## src/rtl/regfile_wport_ctrl.sv

```systemverilog
// Write-port controller for the 32x32 register file: zero-init sequencer for r1..r31,
// then round-robin arbitration of writeback requesters onto a registered write port.
module regfile_wport_ctrl #(
  parameter int unsigned NREQ = 3,
  parameter int unsigned DW   = 32,
  parameter int unsigned AW   = 5
) (
  input  logic               clk,
  input  logic               rst,
  input  logic [NREQ-1:0]    req_valid,
  input  logic [NREQ*AW-1:0] req_waddr,
  input  logic [NREQ*DW-1:0] req_wdata,
  output logic [NREQ-1:0]    req_ready,
  input  logic               clr_req,
  output logic               we,
  output logic [AW-1:0]      waddr,
  output logic [DW-1:0]      wdata,
  output logic               init_busy
);

  localparam int unsigned PW = (NREQ > 1) ? $clog2(NREQ) : 1;

  typedef enum logic [0:0] {StInit, StArb} state_e;

  state_e        state_q, state_d;
  logic [AW-1:0] cnt_q, cnt_d;
  logic [PW-1:0] rr_ptr_q, rr_ptr_d;
  logic          we_q, we_d;
  logic [AW-1:0] waddr_q, waddr_d;
  logic [DW-1:0] wdata_q, wdata_d;

  logic [NREQ-1:0] gnt;
  logic [PW-1:0]   gnt_idx;
  logic            gnt_any;
  logic            xfer;
  logic [AW-1:0]   sel_addr;
  logic [DW-1:0]   sel_data;
  int unsigned     cand;

  // Search starts one past the last winner, so the last winner has lowest priority.
  always_comb begin
    gnt     = '0;
    gnt_idx = '0;
    gnt_any = 1'b0;
    cand    = 0;
    for (int unsigned k = 1; k <= NREQ; k++) begin
      cand = (32'(rr_ptr_q) + k) % NREQ;
      if (!gnt_any && req_valid[PW'(cand)]) begin
        gnt_any = 1'b1;
        gnt_idx = PW'(cand);
      end
    end
    if (gnt_any) gnt[gnt_idx] = 1'b1;
  end

  assign xfer      = (state_q == StArb) && !clr_req && gnt_any;
  assign req_ready = xfer ? gnt : '0;
  assign sel_addr  = req_waddr[32'(gnt_idx)*AW +: AW];
  assign sel_data  = req_wdata[32'(gnt_idx)*DW +: DW];

  always_comb begin
    state_d  = state_q;
    cnt_d    = cnt_q;
    rr_ptr_d = rr_ptr_q;
    we_d     = 1'b0;
    waddr_d  = waddr_q;
    wdata_d  = wdata_q;
    unique case (state_q)
      StInit: begin
        we_d    = 1'b1;
        waddr_d = cnt_q;
        wdata_d = '0;
        cnt_d   = cnt_q + AW'(1);
        if (cnt_q == '1) begin
          state_d = StArb;
          cnt_d   = AW'(1);
        end
      end
      StArb: begin
        if (clr_req) begin
          state_d = StInit;
          cnt_d   = AW'(1);
        end else if (xfer) begin
          rr_ptr_d = gnt_idx;
          waddr_d  = sel_addr;
          wdata_d  = sel_data;
          // r0 is hardwired zero: accept the request but suppress the write.
          we_d     = (sel_addr != '0);
        end
      end
      default: state_d = StInit;
    endcase
  end

  always_ff @(posedge clk or negedge rst) begin
    if (!rst) begin
      state_q  <= StInit;
      cnt_q    <= AW'(1);
      rr_ptr_q <= PW'(NREQ - 1);
      we_q     <= 1'b0;
      waddr_q  <= '0;
      wdata_q  <= '0;
    end else begin
      state_q  <= state_d;
      cnt_q    <= cnt_d;
      rr_ptr_q <= rr_ptr_d;
      we_q     <= we_d;
      waddr_q  <= waddr_d;
      wdata_q  <= wdata_d;
    end
  end

  assign we        = we_q;
  assign waddr     = waddr_q;
  assign wdata     = wdata_q;
  assign init_busy = (state_q == StInit);

endmodule

```

## config.mk

```make
export PLATFORM = sky130hd
export DESIGN_NAME = regfile_wport_ctrl
export DESIGN_NICKNAME = d
export VERILOG_FILES = /design/src/rtl/regfile_wport_ctrl.sv
export SDC_FILE = /design/constraint.sdc
export NUM_CORES = 1
export LEC_CHECK = 0
export ABC_AREA = 1
export ABC_CLOCK_PERIOD_IN_PS = 6000
export BUFFER_PORTS_ARGS = -buffer_cell sky130_fd_sc_hd__buf_2
export CAP_MARGIN = 10
export CORE_ASPECT_RATIO = 0.7
export CORE_MARGIN = 2
export CORE_UTILIZATION = 45
export DETAILED_ROUTE_END_ITERATION = 8
export GPL_TIMING_DRIVEN = 0
export PLACE_DENSITY = 0.82
export SYNTH_ARGS = -nofsm -noshare
export SYNTH_HDL_FRONTEND = slang
export SYNTH_SLANG_ARGS = --single-unit
```

## constraint.sdc

```tcl
create_clock -name clk -period 6 [get_ports clk]
set_clock_uncertainty 0.05 [all_clocks]
set_input_delay 1.8 -clock clk [delete_from_list [all_inputs] [get_ports clk]]
set_output_delay 1.8 -clock clk [all_outputs]
set_load 0.02 [all_outputs]
```

### After elaboration in Yosys (flattened, before gate mapping)

Cells that the tools add are included.

| storage, ports and cells | value |
|---|---|
| bits in registers | 46 |
| input port bits | 117 |
| output and inout port bits | 42 |
| word-level logic and storage cells | 69 |

| cells by class | value |
|---|---|
| add/subtract/negate cells | 4 |
| multiply operators | 1 |
| div/mod/pow operators | 3 |
| $lt $le $gt $ge | 5 |
| eq/ne operators | 4 |
| shift operators | 2 |
| mux-type cells | 31 |
| bitwise gates (word level) | 2 |
| reduce and logical (&&, ||, !) cells | 11 |

Operators by type and width:

| cell | count |
|---|---|
| remainder unit 32 x 2 -> 32 bit (second input constant) | 3 |
| indexed part select 96 x 8 -> 32 bit | 1 |
| 2-to-1 mux 32 bit | 2 |
| case mux 32 bit (2 select lines) | 1 |
| 2-to-1 mux 5 bit | 4 |
| case mux 5 bit (2 select lines) | 2 |
| indexed part select 15 x 6 -> 5 bit | 1 |
| less-than comparator 2 x 3 -> 1 bit (second input constant) | 4 |
| 2-to-1 mux 1 bit | 11 |
| adder 2 x 2 -> 3 bit (second input constant) | 2 |
| binary-select mux 1 bit (select 2 bit) | 3 |
| 2-to-1 mux 2 bit | 3 |
| 2-to-1 mux 3 bit | 2 |
| adder 5 x 1 -> 5 bit (second input constant) | 1 |
| == test 5 bit (second input constant) | 1 |
| logical AND 1 bit | 5 |
| multiplier 2 x 3 -> 5 bit (second input constant) | 1 |
| nonzero test 5 bit | 1 |
| != test 2 bit (second input constant) | 2 |
| case mux 1 bit (2 select lines) | 2 |
| adder 2 x 1 -> 3 bit (second input constant) | 1 |
| logical NOT 1 bit | 3 |
| AND reduction 3 bit | 1 |
| demux 1 bit (select 2 bit) | 1 |
| other kinds (4) | 5 |

### Longest topological paths before layout

| depth | value |
|---|---|
| depth in word-level cells | 17 |
| depth in mapped cells | 18 |

### Worst setup path before layout

No wires, ideal clock.

| path | value |
|---|---|
| kind | input to output |
| start point | input port req_valid[2] |
| end point | output port req_ready[1] |
| data arrival time | 2.842 ns |
| slack | 1.308 ns |
| cell stages on the path | 13 |
| path buffers | 1 |
| cell sequence | inv_2 > o21ai_1 > nand2_4 > nand3_4 > inv_4 > nand2_4 > nand2_8 > inv_4 > nand2_2 > inv_2 > nand2_1 > inv_2 > buf_6 |

| on the way | value |
|---|---|
| cells in the longest elaborated chain, start to end | 15 |

Ends and longest elaborated chain:

| item | RTL line | RTL |
|---|---|---|
| from (decl) | 10 | `input logic [NREQ-1:0] req_valid,` |
| binary-select mux 1 bit (select 2 bit) | 48 | `if (!gnt_any && req_valid[PW'(cand)]) begin` |
| 2-to-1 mux 1 bit (not written as such) | 48 |  |
| 2-to-1 mux 1 bit | 48 |  |
| logical NOT 1 bit | 48 |  |
| logical AND 1 bit | 48 |  |
| 2-to-1 mux 1 bit | 48 |  |
| logical NOT 1 bit | 48 |  |
| logical AND 1 bit | 48 |  |
| 2-to-1 mux 2 bit | 48 |  |
| less-than comparator 2 x 3 -> 1 bit (not written as such) or >= comparator 2 x 1 -> 1 bit (tied branches) | 53 | `if (gnt_any) gnt[gnt_idx] = 1'b1;` |
| logical AND 1 bit (not written as such) | 53 |  |
| 2-to-1 mux 1 bit (not written as such) | 53 |  |
| demux 1 bit (select 2 bit) | 53 |  |
| 2-to-1 mux 3 bit | 53 |  |
| 2-to-1 mux 3 bit * | 57 | `assign req_ready = xfer ? gnt : '0;` |
| to (decl) | 13 | `output logic [NREQ-1:0] req_ready,` |

Mark *: on every way between the ends. The rest lies on a longest branch, timed or not. The select of a mux whose other input is x is not followed.

### Worst setup path in the final report

| path | value |
|---|---|
| start point | input port req_valid[2] |
| end point | output port req_ready[2] |

Same word-level chain as after synthesis.

==> results.yml <==
power:
  ir_worst_vdd_mv: 0.264
  cellPowerDensity_mw_per_mm2: 532
  finalPower_mw: 2.00
  p_leak_nw: 2.16
synthesis:
  syn_area_mm2: 0.00278
  synth-seq-cells: 46
  ys_seq_area_frac: 0.416
  synthCells: 351
  synth-main-ff-cell: "dfrtp_1"
  async_flop_share: 1.00
  synth_edf_count: 0
  ys_warn_count: 0
  synth.distinct_cells: 35
  synth_area_per_cell_um2: 7.91
  synth.net_count: 474
critical_path:
  cp-start-kind: "input pin"
  endpoint_kind: "output port"
  crit_fanout: 10
  crit_arrival_ns: 3.43
  required_ns: 4.15
  crit_type: "input pin to output port"
layout:
  instances_no_fill: 592
  drive_gt1_frac: 0.408
  diodes: 0
  nets: 639
  area_delta_synth_final_pct: 35.2
  finalCoreUtilization: 0.642
floorplanning:
  initial_core_util: 0.475
  fp-row-count: 23
  io_pins: 159
  dieHeight_um: 69.7
  dieArea_mm2: 0.00682
  die_w_um: 97.9
  core_mm2: 0.00584
place:
  dp_hpwl_um: 6530
  placed_cells: 584
  place_congestion: 0.966
  port_buffers: 158
sta:
  hold_ws_ns: 0.442
  period_minus_slack_ns: 5.28
  setup_violations: 0
  finalMaxSlewViolations: 0
  rsz0062_at_grt: "no"
  slew_headroom: 0.323
  min_period_over_period: 0.880
  finalSetupTns_ns: 0
  final-hold-violation-count: 0
  worst_slew_pin_slew_ns: 1.02
  fmax_ghz: 0.189
route:
  drtIter0Drc: 206
  drc: 0
  viasPerCell: 5.10
  wl_um: 8250
  dr.pass1.iters: 4
  ant_nets: 0
  wl_per_cell_um: 13.9
  vias: 3020
grt:
  grt_overflow_total: 0
  antenna_found_initial: 0
  grtUsageTotal: 0.239
  grt_max_degree: 47
  grt_pass1_wl_um: 13500
  grt_pass1_vias: 2939
cts:
  hold_buffers: 0
  cts_buffer_depth: 2
  cts_root_buf: "clkbuf_8"
  tritoncts: "built"
  path_clk_slew_ns: 0.08
  cts_setup_buffers: 0
  cts.htree.levels: 2
  numCtsBuffers: 5
  clock_sinks: 46
  ctsResizeCount: 0
  clock_latency_ns: 0.29
min_path:
  min_path_type: "flip-flop to flip-flop"
flow_run:
  maxCapViolCount: 0
outcome:
  outcome: "finished, final reports clean"
## where the power goes
| part | switching, mW | total, mW | internal, mW | leakage [nW] |
|---|---|---|---|---|
| logic | 0.875 | 1.36 | 0.481 | 1.50 |
| registers | 0.0489 | 0.448 | 0.399 | 0.610 |
| clock network | 0.0984 | 0.191 | 0.0930 | 0.0482 |
## cells in the final DEF (no fill, tap or decap), types with 2 or more instances in the layout
cell      count
a21oi_1       3
nand2_2       4
clkbuf_1      3
clkbuf_8      6
nand2_4       3
inv_2        10
inv_4         2
nor2_1       10
buf_6         4
buf_2       165
o21ai_2       2
nand2_1     124
a22o_1       19
ha_1          6
inv_1        15
dfstp_2       2
nand3_2       3
nand3_1      52
dfrtp_1      44
o211ai_1      5
o21ai_0       4
nand3b_1      2
a22oi_1      11
buf_4         5
## path summary, 6_finish.rpt
check                      slack [ns]      endpoint    startpoint  depth (start not counted)
max                              0.72  req_ready[2]  req_valid[2]                         11
min                              0.44     wdata[20]     wdata[20]                          2
max reg2reg                      3.49            we   rr_ptr_q[0]                         14
min reg2reg                      0.44     wdata[20]     wdata[20]                          2
max in group asynchronous        3.64      waddr[4]           rst                          1
min in group asynchronous        1.62     wdata[11]           rst                          1
## worst max-delay path, stage by stage
cell and delay [ns]:
buf_2 0.11, inv_2 0.05, o21ai_0 0.16, nand2_1 0.14, nand3_4 0.14, inv_4 0.06, nand2_2 0.07, nand2_4 0.08
nor2_1 0.29, buf_2 0.31, buf_2 0.21
## area by class of cell
cell class	count	area, um2
Sequential cell	46	1150
Inverter	27	106
Timing Repair Buffer	158	791
Multi-Input combinational cell	260	1390
Tap cell	75	93.8
Clock inverter	1	5.00
Buffer	18	125
Clock buffer	7	86.3
Fill cell	523	2090
## state kept, by name (all words and copies together) (netlist names)
| register | count |
|---|---|
| wdata | 32 |
| waddr | 5 |
| we | 1 |
| rr_ptr_q | 2 |
| state_q | 1 |
| cnt_q | 5 |
## synth_stat cells, types with 2 or more instances
cell type  instances  area share
dfrtp_1           44        0.40
o21ai_0            4      0.0072
a22o_1            19       0.060
nand3_1           52       0.094
buf_4              5       0.014
nor2_1            10       0.014
ha_1               6       0.027
nand3_2            3       0.011
o211ai_1           5       0.014
nand2_1          124        0.17
dfstp_2            2       0.019
o21ai_2            2      0.0063
inv_4              2      0.0045
inv_2             10       0.014
clkbuf_1           2      0.0027
nand2_4            3       0.012
buf_2              7       0.013
inv_1             15       0.020
buf_6              4       0.016
a21oi_1            3      0.0054
nand2_2            4      0.0090
a22oi_1           11       0.030
nand3b_1           2      0.0054
## through the flow
stage / setup WS [ns] / area [um2]
floorplan: 1.31 / 2780
global placement: 0.794 / 3660
detailed placement: 0.735 / 3660
CTS: 0.726 / 3750
global route: 0.603 / 3750
finish: 0.718 / 3750
## logic make-up (layout without fill, tap and decap cells)
group           count (synthesis)  in the layout  share of synthesized area
simple gates                  203            203                      0.332
fa+ha+maj                       6              6                     0.0271
buf+inv                        45            211                     0.0834
flops                          46             46                      0.416
xor+xnor                        1              1                    0.00316
compound gates                 50             50                      0.138
## metal layers
metal,track usage,wire length [um],share of wire
met4,0.0494,98,0.012
met5,0,0,0
met1,0.313,3600,0.44
met3,0.0433,540,0.065
met2,0.416,4010,0.49
No activity file was read; power rests on OpenSTA's default activity.
